--- src/rtl/dm_arbiter.sv ---
`default_nettype none
// ============================================================================
// dm_arbiter : two-port (CPU / DMA-debug) arbiter for a 1024 x 32 data memory.
// Optional macro DM_ARB_FIXED_PRIO_EN: port 0 wins every tie (no round-robin).
// Revision 1.0
// ============================================================================
module dm_arbiter (
    input  logic        clk,
    input  logic        rst_n,

    input  logic        req0,
    input  logic [9:0]  addr0,
    input  logic [1:0]  wr0,
    input  logic [2:0]  read0,
    input  logic [31:0] din0,

    input  logic        req1,
    input  logic [9:0]  addr1,
    input  logic [1:0]  wr1,
    input  logic [2:0]  read1,
    input  logic [31:0] din1,

    output logic        gnt0,
    output logic        gnt1,
    output logic        done0,
    output logic        done1,
    output logic [31:0] rdata,

    output logic [9:0]  mem_addr,
    output logic [1:0]  mem_wr,
    output logic [2:0]  mem_read,
    output logic [31:0] mem_din,
    input  logic [31:0] mem_dout
);

    typedef enum logic [1:0] {
        S_IDLE  = 2'd0,
        S_ISSUE = 2'd1,
        S_RESP  = 2'd2
    } state_t;

    state_t      r_state;
    state_t      w_state_nxt;

    logic        r_port;
    logic [9:0]  r_addr;
    logic [1:0]  r_wr;
    logic [2:0]  r_read;
    logic [31:0] r_din;

    logic        w_any_req;
    logic        w_winner;
    logic        w_accept;

    assign w_any_req = req0 | req1;
    assign w_accept  = (r_state == S_IDLE) && w_any_req;

`ifndef DM_ARB_FIXED_PRIO_EN
    // Last-served port; resets to port 1 so port 0 takes the first tie.
    logic        r_last;

    always_ff @(posedge clk or negedge rst_n) begin
        if (!rst_n) begin
            r_last <= 1'b1;
        end else if (w_accept) begin
            r_last <= w_winner;
        end
    end
`endif

    always_comb begin
        w_winner = 1'b0;
        if (req0 && req1) begin
`ifdef DM_ARB_FIXED_PRIO_EN
            w_winner = 1'b0;
`else
            w_winner = ~r_last;
`endif
        end else if (req1) begin
            w_winner = 1'b1;
        end
    end

    always_ff @(posedge clk or negedge rst_n) begin
        if (!rst_n) begin
            r_state <= S_IDLE;
            r_port  <= 1'b0;
            r_addr  <= 10'd0;
            r_wr    <= 2'b00;
            r_read  <= 3'b000;
            r_din   <= 32'd0;
        end else begin
            r_state <= w_state_nxt;
            if (w_accept) begin
                r_port <= w_winner;
                r_addr <= w_winner ? addr1 : addr0;
                r_wr   <= w_winner ? wr1   : wr0;
                r_read <= w_winner ? read1 : read0;
                r_din  <= w_winner ? din1  : din0;
            end
        end
    end

    // Memory strobes are decoded from the state so an async reset in ISSUE
    // withdraws a pending write before the memory can sample it.
    always_comb begin
        w_state_nxt = r_state;
        gnt0        = 1'b0;
        gnt1        = 1'b0;
        done0       = 1'b0;
        done1       = 1'b0;
        rdata       = 32'd0;
        mem_wr      = 2'b00;
        mem_read    = 3'b000;
        case (r_state)
            S_IDLE: begin
                if (w_any_req) begin
                    w_state_nxt = S_ISSUE;
                end
            end
            S_ISSUE: begin
                w_state_nxt = S_RESP;
                gnt0        = ~r_port;
                gnt1        = r_port;
                mem_wr      = r_wr;
                mem_read    = r_read;
            end
            S_RESP: begin
                w_state_nxt = S_IDLE;
                done0       = ~r_port;
                done1       = r_port;
                rdata       = mem_dout;
            end
            default: begin
                w_state_nxt = S_IDLE;
            end
        endcase
    end

    assign mem_addr = r_addr;
    assign mem_din  = r_din;

endmodule
`default_nettype wire
--- config.mk ---
export PLATFORM = sky130hd
export DESIGN_NAME = dm_arbiter
export DESIGN_NICKNAME = d
export VERILOG_FILES = /design/src/rtl/dm_arbiter.sv
export SDC_FILE = /design/constraint.sdc
export NUM_CORES = 1
export LEC_CHECK = 0
export BUFFER_PORTS_ARGS = -buffer_cell sky130_fd_sc_hd__buf_4
export CELL_PAD_IN_SITES_DETAIL_PLACEMENT = 1
export CELL_PAD_IN_SITES_GLOBAL_PLACEMENT = 1
export CORE_MARGIN = 5
export CORE_UTILIZATION = 30
export CTS_CLUSTER_DIAMETER = 40
export DETAILED_ROUTE_END_ITERATION = 7
export GPL_TIMING_DRIVEN = 0
export PLACE_DENSITY = 0.88
export RECOVER_POWER = 50
export SETUP_SLACK_MARGIN = 0.15
export SLEW_MARGIN = 20
export SYNTH_ARGS = -nofsm -noshare
export SYNTH_HDL_FRONTEND = slang
export SYNTH_SLANG_ARGS = --single-unit
--- constraint.sdc ---
create_clock -name clk -period 2.3 [get_ports clk]
set_input_delay 0.115 -clock clk [delete_from_list [all_inputs] [get_ports clk]]
set_output_delay 0.115 -clock clk [all_outputs]
set_load 0.02 [all_outputs]
Yosys cells after proc, flatten, opt, wreduce, memory -nomap -nowiden:

Index checks and enable logic that the tools add are counted.

* ROM bits: 0
* memory bits (writable): 0
* output and inout bits: 83
* word-level logic and storage cells: 31
* register bits: 51
* bits of input ports: 130
* latch bits: 0
* memories: 0

* $lt $le $gt $ge: 0
* $add $sub $neg: 0
* bitwise operators: 3
* muxes and demuxes: 15
* $mul: 0
* divide/modulo/power cells: 0
* reduce and logical (&&, ||, !) cells: 3
* shift-type cells: 0
* equality and inequality tests: 3

Operators with widths (number)
* $mux 32: 2
* $mux 10: 1
* $mux 1: 6
* $mux 2: 3
* $mux 3: 2
* $pmux 2 s2: 1
* $eq 2x1->1 const B: 1
* $eq 2x2->1 const B: 1
* $logic_and 1x1->1: 2
* $logic_not 2->1: 1
* $ne 2x2->1 const B: 1
* $not 1->1: 2
* $or 1x1->1: 1

Longest topological paths before layout:

* depth after elaboration: 3
* mapped depth: 5
* depth with buffers taken out: 3

Worst setup path before layout:

Ideal clock, no wire load.

* kind: register -> register
* start point: register r_last
* end point: register r_din[10] (netlist: mem_din[10])
* path buffers: 2
* setup time: 0.125 ns
* arrival time: 1.496 ns
* slack: 0.679 ns
* cell stages (with the launch flop): 6
* path through: dfstp_2 a21bo_2 buf_6 buf_6 mux2_4 mux2_4

* cells in the longest elaborated chain, start to end: 3

Ends and longest elaborated chain
* from (decl): RTL line 60 `logic r_last;`
* from (signal assigned): RTL line 66 `r_last <= w_winner;`
* $not 1->1: RTL line 77 `w_winner = ~r_last;`
* $mux 1: RTL line 73 `if (req0 && req1) begin`
* $mux 32: RTL line 99 `r_din <= w_winner ? din1 : din0;`
* to (signal assigned): RTL line 99
* to (decl): RTL line 49 `logic [31:0] r_din;`

No other way between the ends.
A chain may end at the register's enable or synchronous reset.

Worst setup path after layout:

* start point: register r_state[0]
* end point: register r_din[5] (netlist: mem_din[5])

* cells in the longest elaborated chain, start to end: 2

Ends and longest elaborated chain
* from (decl): RTL line 42 `state_t r_state;`
* from (signal assigned): RTL line 93 `r_state <= w_state_nxt;`
* $logic_not 2->1: RTL line 56 `assign w_accept = (r_state == S_IDLE) && w_any_req;`
* $logic_and 1x1->1: RTL line 56

No other way between the ends.

==> results_dict.tcl <==
set metrics [dict create \
    r2r-start "r_state[0]$_DFFE_PN0P_" \
    synthCells 208 \
    ys_seq_elements 51 \
    path_max_fanout 10 \
    slew_viol_final 0 \
    reg2reg_slack_ns 0.45 \
    clk_pin_slew_ns 0.10 \
    fmax_ghz 0.539 \
    yosys.area_share.simple 0.0949 \
    drtIter0Drc 64 \
    hold_viol_final 0 \
    fin_worst_skew_ns 0.00824 \
    die-width_um 108 \
    ant_nets 0 \
    rr_worst_depth 5 \
    placed_cells 549 \
    synth_top_family_by_area "multiplexers" \
    first_global_vias 2913 \
    r2r-end "mem_din[5]$_DFFE_PN0P_" \
    seq_area_frac_synth 0.444 \
    synthToLayoutAreaGrowth_pct 59.8 \
    startpoint_type "register" \
    synth_xor_area_frac 0 \
    htreeDepth 2 \
    stdcell_area_mm2 0.00459 \
    synth-compound-area-share 0.0131 \
    core_mm2 0.00928 \
    status "completed" \
    hp-class "in2reg" \
    cp.arrival_ns 2.05 \
    place_hpwl_mm 8.32 \
    synth.cell_area_mm2 0.00288 \
    worst_pin_slew_ns 1.32 \
    final_cell_mix "buf_4 (171), mux2_2 (56), dfrtp_1 (50)" \
    antenna_found_initial 0 \
    setup_ws_ns 0.446 \
    ys_warn_count 0 \
    cts_tree "yes" \
    fin_cells 558 \
    num-nets-final 559 \
    rsz0062_at_grt "no" \
    syn_area_per_cell_um2 13.8 \
    endpoint_kind "register" \
    cts_made_buffers 5 \
    power_density_mw_per_mm2 1180 \
    drc 0 \
    core.rowCount 35 \
    final_util 0.495 \
    leakagePower_uw 0.00227 \
    worstSetupStartpoint "r_state[0]$_DFFE_PN0P_" \
    syn_nets 338 \
    post-place-ws_ns 0.461 \
    io_buffers 212 \
    grt_usage 0.165 \
    critPathRequiredTime_ns 2.49 \
    setup_viol 0 \
    synth.distinct_cells 17 \
    slew_headroom 0.118 \
    cts-root-buf "clkbuf_8" \
    grt_overflow 0 \
    drv_cap 0 \
    drt-total-wl_mm 10.0 \
    place_congestion 0.725 \
    fin_setup_tns_ns 0 \
    drt-wirelength-per-cell_um 18.0 \
    clock_tree.buffer_depth 2 \
    dr.pass1.iters 4 \
    viasPerCell 4.53 \
    num_io_pins 213 \
    synth.area.mux_share 0.418 \
    via_count 2526 \
    initial_core_util 0.310 \
    dieHeight_um 108 \
    worstSetupEndpoint "mem_din[5]$_DFFE_PN0P_" \
    num_antenna_cells 0 \
    min_period_ns 1.85 \
    placed_area_mm2 0.00463 \
    peakVddDrop_mv 0.593 \
    grt_max_degree 52 \
    fin_crit_sh 0.806 \
    grt_pass1_wl_mm 15.1 \
    clkLatencyLatePin_ns 0.30 \
    fp.dieArea_mm2 0.0116 \
    layout_commonest_cell "buf_4" \
    drive_gt1_frac 0.660 \
    synth-adder-area-share 0 \
    worstSetupPathType "reg2reg" \
    cts.sinks 51 \
]
==> cell type report <==
type / count / area [µm²]
Tap cell: 129 / 161
Inverter: 1 / 3.75
Clock buffer: 6 / 72.6
Multi-Input combinational cell: 143 / 1510
Timing Repair Buffer: 214 / 1460
Fill cell: 1049 / 4690
Clock inverter: 1 / 30.0
Buffer: 13 / 82.6
Sequential cell: 51 / 1280
==> state kept, by name (all words and copies together) (netlist names) <==
name,flops
mem_din,32
mem_addr,10
r_read,3
r_state,2
r_wr,2
r_last,1
r_port,1
==> per-stage QoR <==
stage                     hold WS, ns  power [µW]
final                           0.111        5430
after global routing            0.120        5770
after CTS                      0.0988        5830
after detailed placement        0.207        5190
after global placement          0.182        5070
after floorplan                -0.181        3710
==> how the worst min path moves through the flow <==
| stage | startpoint | end | slack, ns | cells after the start |
|---|---|---|---|---|
| 2_1_floorplan | rst_n | mem_addr[0]$_DFFE_PN0P_ | -0.18 | 0 |
| 3_5_place_dp | rst_n | mem_din[1]$_DFFE_PN0P_ | 0.21 | 1 |
| 6_report | req1 | r_last$_DFFE_PN1P_ | 0.11 | 3 |
| 3_3_place_gp | rst_n | mem_din[1]$_DFFE_PN0P_ | 0.18 | 1 |
| 5_1_grt | req1 | r_last$_DFFE_PN1P_ | 0.12 | 3 |
| 4_1_cts | req1 | r_last$_DFFE_PN1P_ | 0.1 | 3 |
==> repair_timing <==
item                                   4_1_cts  5_1_grt
hold buffers                                 2        0
setup buffers                                0        0
endpoints found under the hold margin       51        0
gates resized for setup                      0        0
==> cell families after synthesis <==
kind of cell           after synthesis
buffers and inverters               14
AO/OA/AOI/OAI                        5
AND/OR/NAND/NOR                     44
multiplexers                        94
flip-flops                          51
==> Yosys cell counts <==
cell | count | share of area
a21bo_2 | 1 | 0.0035
inv_1 | 1 | 0.0013
o21a_1 | 1 | 0.0026
buf_4 | 1 | 0.0026
dfstp_2 | 1 | 0.0091
clkbuf_1 | 3 | 0.0039
buf_2 | 6 | 0.010
nor2_1 | 1 | 0.0013
dfrtp_1 | 50 | 0.44
mux2_2 | 56 | 0.22
buf_6 | 3 | 0.012
mux2_4 | 38 | 0.20
nor2b_1 | 2 | 0.0044
and2_1 | 41 | 0.089
o32ai_1 | 1 | 0.0030
a21oi_1 | 1 | 0.0017
a31oi_1 | 1 | 0.0022
==> where the power goes <==
part	total (µW)	leakage [µW]	switching (µW)	internal, µW
logic	3180	0.00162	1680	1500
clock network	619	0.0000513	300	320
registers	1630	0.000596	255	1370
total	5430	0.00227	2230	3190
==> critical path, cell delays in order (launching register included) <==
cell and delay [ns]:
dfrtp_1 0.41, nor2_1 0.23, o21a_1 0.22, buf_2 0.27, buf_4 0.28, mux2_4 0.33
==> routing by layer <==
layer,vias up,track usage,wire (µm)
li1,1161,-,-
met1,1212,0.167,3400
met2,142,0.315,5390
met3,11,0.0630,1100
met4,0,0.0460,151
met5,-,0,0
Note: power is estimated with default switching activity, not from simulation.
